[config.mk]
export PLATFORM = sky130hd
export DESIGN_NAME = calc_arbiter_seq
export DESIGN_NICKNAME = d
export VERILOG_FILES = /design/src/rtl/calc_arbiter_seq.sv
export SDC_FILE = /design/constraint.sdc
export NUM_CORES = 1
export LEC_CHECK = 0
export ABC_AREA = 1
export CAP_MARGIN = 20
export CORE_MARGIN = 3
export CORE_UTILIZATION = 25
export DETAILED_ROUTE_END_ITERATION = 6
export DONT_BUFFER_PORTS = 1
export HOLD_SLACK_MARGIN = 0.12
export SLEW_MARGIN = 20
export SYNTH_ARGS = -nofsm -noshare
export SYNTH_HDL_FRONTEND = slang
export SYNTH_HIERARCHICAL = 1
export SYNTH_SLANG_ARGS = --single-unit
[constraint.sdc]
create_clock -name clk -period 4.4 [get_ports clk]
set_input_delay 0.44 -clock clk [delete_from_list [all_inputs] [get_ports clk]]
set_output_delay 0.44 -clock clk [all_outputs]
set_load 0.05 [all_outputs]
[src/rtl/calc_arbiter_seq.sv]
// Round-robin sequencer sharing one CombCalc between two valid/ready requesters,
// with per-requester accumulators, a tagged response channel and an overflow counter.

module CombCalc #(
  parameter int W = 16
) (
  input  logic [2:0]          op,
  input  logic signed [W-1:0] a,
  input  logic signed [W-1:0] b,
  output logic signed [W-1:0] r,
  output logic                ovf
);
  logic signed [W:0] ax;
  logic signed [W:0] bx;
  logic signed [W:0] ext;

  assign ax = {a[W-1], a};
  assign bx = {b[W-1], b};

  // One guard bit: overflow whenever the W+1 bit result does not fit in W bits.
  always_comb begin
    ext = '0;
    case (op)
      3'b000, 3'b100: ext = ax + bx;
      3'b001:         ext = ax - bx;
      3'b101:         ext = bx - ax;
      3'b010, 3'b011: ext = b[W-1] ? -bx : bx;
      default:        ext = a[W-1] ? -ax : ax;
    endcase
    r   = ext[W-1:0];
    ovf = ext[W] != ext[W-1];
  end
endmodule

module calc_arbiter_seq #(
  parameter int W  = 16,
  parameter int CW = 8
) (
  input  logic                clk,
  input  logic                rst,
  input  logic                req0_valid,
  output logic                req0_ready,
  input  logic [2:0]          req0_op,
  input  logic signed [W-1:0] req0_a,
  input  logic signed [W-1:0] req0_b,
  input  logic                req0_use_acc,
  input  logic                req1_valid,
  output logic                req1_ready,
  input  logic [2:0]          req1_op,
  input  logic signed [W-1:0] req1_a,
  input  logic signed [W-1:0] req1_b,
  input  logic                req1_use_acc,
  output logic                rsp_valid,
  input  logic                rsp_ready,
  output logic                rsp_id,
  output logic signed [W-1:0] rsp_r,
  output logic                rsp_ovf,
  output logic                busy,
  output logic [CW-1:0]       ovf_count
);
  typedef enum logic [1:0] {IDLE, EXEC, RESP} state_t;

  state_t              state;
  logic                rr;
  logic [2:0]          op_q;
  logic signed [W-1:0] a_q;
  logic signed [W-1:0] b_q;
  logic                id_q;
  logic signed [W-1:0] acc0;
  logic signed [W-1:0] acc1;
  logic signed [W-1:0] calc_r;
  logic                calc_ovf;
  logic                grant1;

  // rr=0 favours requester 0; a lone valid is always granted.
  assign grant1     = req1_valid && (!req0_valid || rr);
  assign req1_ready = (state == IDLE) && grant1;
  assign req0_ready = (state == IDLE) && req0_valid && !grant1;
  assign busy       = (state != IDLE);

  CombCalc #(.W(W)) u_calc (
    .op  (op_q),
    .a   (a_q),
    .b   (b_q),
    .r   (calc_r),
    .ovf (calc_ovf)
  );

  always_ff @(posedge clk or posedge rst) begin
    if (rst) begin
      state     <= IDLE;
      rr        <= 1'b0;
      op_q      <= '0;
      a_q       <= '0;
      b_q       <= '0;
      id_q      <= 1'b0;
      acc0      <= '0;
      acc1      <= '0;
      rsp_valid <= 1'b0;
      rsp_id    <= 1'b0;
      rsp_r     <= '0;
      rsp_ovf   <= 1'b0;
      ovf_count <= '0;
    end else begin
      case (state)
        IDLE: begin
          if (req0_ready) begin
            op_q  <= req0_op;
            a_q   <= req0_use_acc ? acc0 : req0_a;
            b_q   <= req0_b;
            id_q  <= 1'b0;
            state <= EXEC;
          end else if (req1_ready) begin
            op_q  <= req1_op;
            a_q   <= req1_use_acc ? acc1 : req1_a;
            b_q   <= req1_b;
            id_q  <= 1'b1;
            state <= EXEC;
          end
        end
        EXEC: begin
          rsp_r     <= calc_r;
          rsp_ovf   <= calc_ovf;
          rsp_id    <= id_q;
          rsp_valid <= 1'b1;
          if (id_q) acc1 <= calc_r;
          else      acc0 <= calc_r;
          if (calc_ovf && ovf_count != '1) ovf_count <= ovf_count + CW'(1);
          rr    <= ~id_q;
          state <= RESP;
        end
        RESP: begin
          if (rsp_ready) begin
            rsp_valid <= 1'b0;
            state     <= IDLE;
          end
        end
        default: state <= IDLE;
      endcase
    end
  end
endmodule

Yosys cells after proc, flatten, opt, wreduce, memory -nomap -nowiden
Index checks and enable logic that the tools add are counted.
{"block": "word_totals", "mem_bits_rw": 0, "in_bits": 77, "wordCells": 71, "memories": 0, "ff_bits": 98, "out_inout_bits": 30, "romBits": 0, "latchBits": 0}
{"block": "classes", "addsub": 6, "shifts": 0, "bitwise": 1, "n_reduce_logical": 21, "n_div": 0, "n_eq_ne": 11, "mux": 19, "magnitude_cmp": 0, "n_mul": 0}
{"cell": "16-bit 2-to-1 mux", "count": 6}
{"cell": "17-bit case mux with 4 select lines", "count": 1}
{"cell": "17-bit 2-to-1 mux", "count": 2}
{"cell": "16-bit negation with 17-bit output", "count": 2}
{"cell": "16-bit by 16-bit subtractor with 17-bit output", "count": 2}
{"cell": "16-bit by 16-bit adder with 17-bit output", "count": 1}
{"cell": "2-bit AND reduction", "count": 6}
{"cell": "8-bit by 1-bit adder with 8-bit output, second input constant", "count": 1}
{"cell": "8-bit inequality test, second input constant", "count": 1}
{"cell": "3-bit by 2-bit equality test with 1-bit output, second input constant", "count": 2}
{"cell": "3-bit equality test, second input constant", "count": 2}
{"cell": "2-bit 2-to-1 mux", "count": 3}
{"cell": "3-bit 2-to-1 mux", "count": 2}
{"cell": "2-bit case mux with 3 select lines", "count": 1}
{"cell": "2-bit nonzero test", "count": 3}
{"cell": "1-bit logical AND", "count": 5}
{"cell": "2-bit OR reduction", "count": 2}
{"cell": "3-bit by 1-bit equality test with 1-bit output, second input constant", "count": 1}
{"cell": "3-bit logical NOT", "count": 1}
{"cell": "1-bit 2-to-1 mux", "count": 3}
{"cell": "3-bit inequality test, second input constant", "count": 1}
{"cell": "2-bit by 1-bit equality test with 1-bit output, second input constant", "count": 1}
{"cell": "2-bit equality test, second input constant", "count": 1}
{"cell": "1-bit logical NOT", "count": 2}
{"cell": "other kinds (6)", "count": 6}

Depth between registers and ports, before layout
{"block": "depth", "word_depth": 7, "depth_mapped": 27}

Modules after synthesis
Netlist, hierarchy kept.
{"module": "calc_arbiter_seq", "cells_each": 652, "instances": 1, "area_each_um2": 4968.5}
{"module": "CombCalc", "cells_each": 637, "instances": 1, "area_each_um2": 3334.4}

Worst setup path before layout
Ideal clock, no wire load.
{"block": "synth_path", "kind": "register -> register", "startpoint": "register a_q[1]", "endpoint": "register ovf_count[4]", "required_ns": 4.282, "period_less_slack_ns": 3.207, "arrival_ns": 3.089, "path_stages_with_launch": 28, "path_slack_ns": 1.193, "n_path_buf": 0, "path_cell_list": "dfrtp_1 > inv_1 > ha_1 > nand3_2 > nor3_2 > nand3_2 > xor2_1 > nand2_1 > o21ai_0 > ha_1 > nand2_1 > nand2_1 > nand2_1 > nand2_1 > a21oi_1 > nand2_1 > nand2_1 > nand3_1 > nand3_1 > nand2_1 > nand2_1 > nand2_1 > inv_1 > nor2_8 > nand2_2 > inv_2 > nand2_1 > nand2_1"}
{"block": "synth_between", "elab_chain_len": 6, "elab_cells_between_ends": 9, "cone_classes": "4 x add/sub; 1 x eq/ne; 2 x mux; 2 x reduce/logical"}
{"element": "start: declaration", "line": "66", "source": "logic signed [W-1:0] a_q;"}
{"element": "start signal: assignment", "line": "109", "source": "a_q <= req0_use_acc ? acc0 : req0_a;"}
{"element": "start signal: assignment", "line": "115", "source": "a_q <= req1_use_acc ? acc1 : req1_a;"}
{"element": "16-bit negation with 17-bit output", "line": "28", "source": "default: ext = a[W-1] ? -ax : ax;"}
{"element": "17-bit 2-to-1 mux", "line": "28"}
{"element": "17-bit case mux with 4 select lines (*)", "line": "23", "source": "case (op)"}
{"element": "1-bit inequality test (*)", "line": "31", "source": "ovf = ext[W] != ext[W-1];"}
{"element": "net calc_ovf", "line": "72", "source": "logic calc_ovf;"}
{"element": "1-bit logical AND (*)", "line": "128", "source": "if (calc_ovf && ovf_count != '1) ovf_count <= ovf_count + CW'(1);"}
{"element": "2-bit AND reduction (no source line) (*)"}
{"element": "end signal: assignment", "line": "128"}
{"element": "end: declaration", "line": "59", "source": "output logic [CW-1:0] ovf_count"}
The timed path passes the listed nets; every way through them passes the cells marked *.
A chain may end at the register's enable or synchronous reset.

Worst setup path in the final report
{"block": "layout_path", "startpoint": "register a_q[9]", "endpoint": "register ovf_count[4]"}
Same word-level chain as after synthesis.

==> flow_summary.toml <==
[floorplanning]
start_util_pct = 25.5
num_io_pins = 107
dieWidth_um = 188
coreArea_um2 = 32600
fp.dieH_um = 188
row_count = 66
die-area_um2 = 35400

[timing]
finalCritPeriodShare_pct = 87.4
rsz0062_at_grt = "false"
clock.fmax_mhz = 260
timing.final.max_slew_violations = 0
finalClockSkew_ps = 13.0
setup_viol = 0
setup_tns_ps = 0
tightest_slew_ps = 724
hold_violations = 0
maxSlewHeadroom_pct = 51.7
period_needed_ps = 3850

[synthesis]
synthCells = 1289
synth-edff-count = 0
ys_types = 48
synth_top_area_share_pct = 29.5
synth_fp_nets = 1405
yosysWarningCount = 6
yosys-top-cells-count = "454 x nand2_1, 180 x inv_1, 115 x nand3_1, 112 x o21ai_0, 98 x dfrtp_1"
yosysSeqAreaShare_pct = 29.5
synth_area_per_cell_um2 = 6.44
syn-cell-area_um2 = 8300
synth.most_common_cell = "nand2_1"
synth-seq-cells = 98
synth_ff_type = "dfrtp_1"
synth.area.top_cells = "dfrtp_1 30%, nand2_1 21%, inv_1 8.1%"
synthArstFlopShare_pct = 100
yosys.area.top_type = "dfrtp_1"

[clocking]
clk_latency_ps = 360
cts_tree = "built"
cts_buffers = 9
cts.htree.levels = 3
cts-resized-gates = 0
clockBufferDepth = 2
postCtsHoldBufs = 1
cts_num_sinks = 98
path_clk_slew_ps = 70
cts_setup_buffers = 0
clock-root-buffer = "clkbuf_16"

[drt]
vias_per_cell = 4.70
first_iter_violations = 581
wl_mm = 26.9
drc = 0
vias = 8061
drtAntennaViolNets = 0
firstDrtPassIters = 6
wl_per_cell_um = 15.7

[setup_path]
critPathCaptureType = "flop"
start_kind = "flop"
crit_path_top_delay_cell = "dfrtp_1"
crit_type = "reg2reg"
crit_buf_inv = 4
cpMostUsedCell = "nand2_1"
rrSetupSlack_ps = 550
arrival_ps = 4100
cp_max_fo = 8
crit_family = "simple AND/OR/NAND/NOR gates"
slowest_delay_ps = 550
cp.required_ps = 4660

[placement]
dp_hpwl_mm = 21.6
gp_congestion = 0.976
portBuffers = 0

[run_status]
outcome = "finished clean"

[global_routing]
track_usage_pct = 15.1
grt_pass1_vias = 7555
grt_overflow_total = 0
grt_pass1_wl_mm = 42.4
antenna_found_initial = 1
grt_max_degree = 59

[final_layout]
area_delta_synth_final_pct = 8.08
layout-drive-gt1-share_pct = 6.99
diodes = 0
nets = 1384

[worst_hold_path]
hp-class = "in2reg"

[job]
maxCapViolCount = 0
==> sequential cells by signal, indices dropped and copies added, names as in the netlist <==
signal	flops
op_q	3
b_q	16
ovf_count	8
state	2
rsp_valid	1
rsp_id	1
rr	1
acc0	16
rsp_ovf	1
rsp_r	16
a_q	16
id_q	1
acc1	16
==> metal layers <==
metal	track usage, %	part of all wire [%]	vias up
li1	-	-	4070
met1	20.6	46	3705
met2	24.2	45	247
met3	3.01	6.6	39
met4	4.33	2.4	0
met5	0	0	-
==> per-stage QoR <==
stage | utilization [%] | hold WS, ps | setup WS [ps] | cells | area, um2
finish | 27.5 | 188 | 555 | 1715 | 8970
global placement | 26.6 | 464 | 512 | 1698 | 8660
detailed placement | 26.6 | 473 | 518 | 1698 | 8660
floorplan | - | 453 | 1190 | 1289 | 8300
global route | 27.5 | 193 | 140 | 1715 | 8970
CTS | 27.5 | 172 | 501 | 1715 | 8970
==> cells by family (layout without fill, tap and decap cells) <==
group	count (synthesis)	count (layout)	synth area share (%)
simple gates	719	719	39.1
buf+inv	241	225	12.2
compound gates	175	175	11.2
flops	98	98	29.5
fa+ha+maj	39	39	6.06
xor+xnor	17	17	1.88
==> worst paths after layout <==
check                           from  cells past startpoint            to
max in group asynchronous        rst                      3       acc1[8]
min in group asynchronous        rst                      2        rsp_id
min reg2reg                  acc1[9]                      2       acc1[9]
max reg2reg                   a_q[9]                     25  ovf_count[4]
max                           a_q[9]                     25  ovf_count[4]
min                        rsp_ready                      1      state[1]
==> layout by cell type, fill, tap and decap left out, types with 3 or more instances in the layout <==
master,n
o2111ai_1,3
or2_2,6
a21oi_1,46
nand2_1,454
nor2_4,3
nand4_1,21
nand3b_1,22
nand2_4,3
dfrtp_1,98
inv_1,179
nor3_1,11
nor2_1,49
nand2_2,9
nand3_2,8
o21ai_0,112
xor2_1,15
o211ai_1,4
nor3_2,7
clkbuf_16,9
a21boi_0,3
ha_1,37
buf_4,8
nor4_1,3
nand3_1,115
inv_2,16
==> layout make-up <==
type	count	area [um2]
clock inverter	7	76.3
multi-input combinational	950	4840
inverter	200	761
clock buffer	9	225
sequential	98	2450
timing repair buffer	9	70.1
tap	442	553
fill	3661	23600
Power is not shown: default switching activity piles up to over one toggle a cycle in this logic, so the estimate is an artifact.
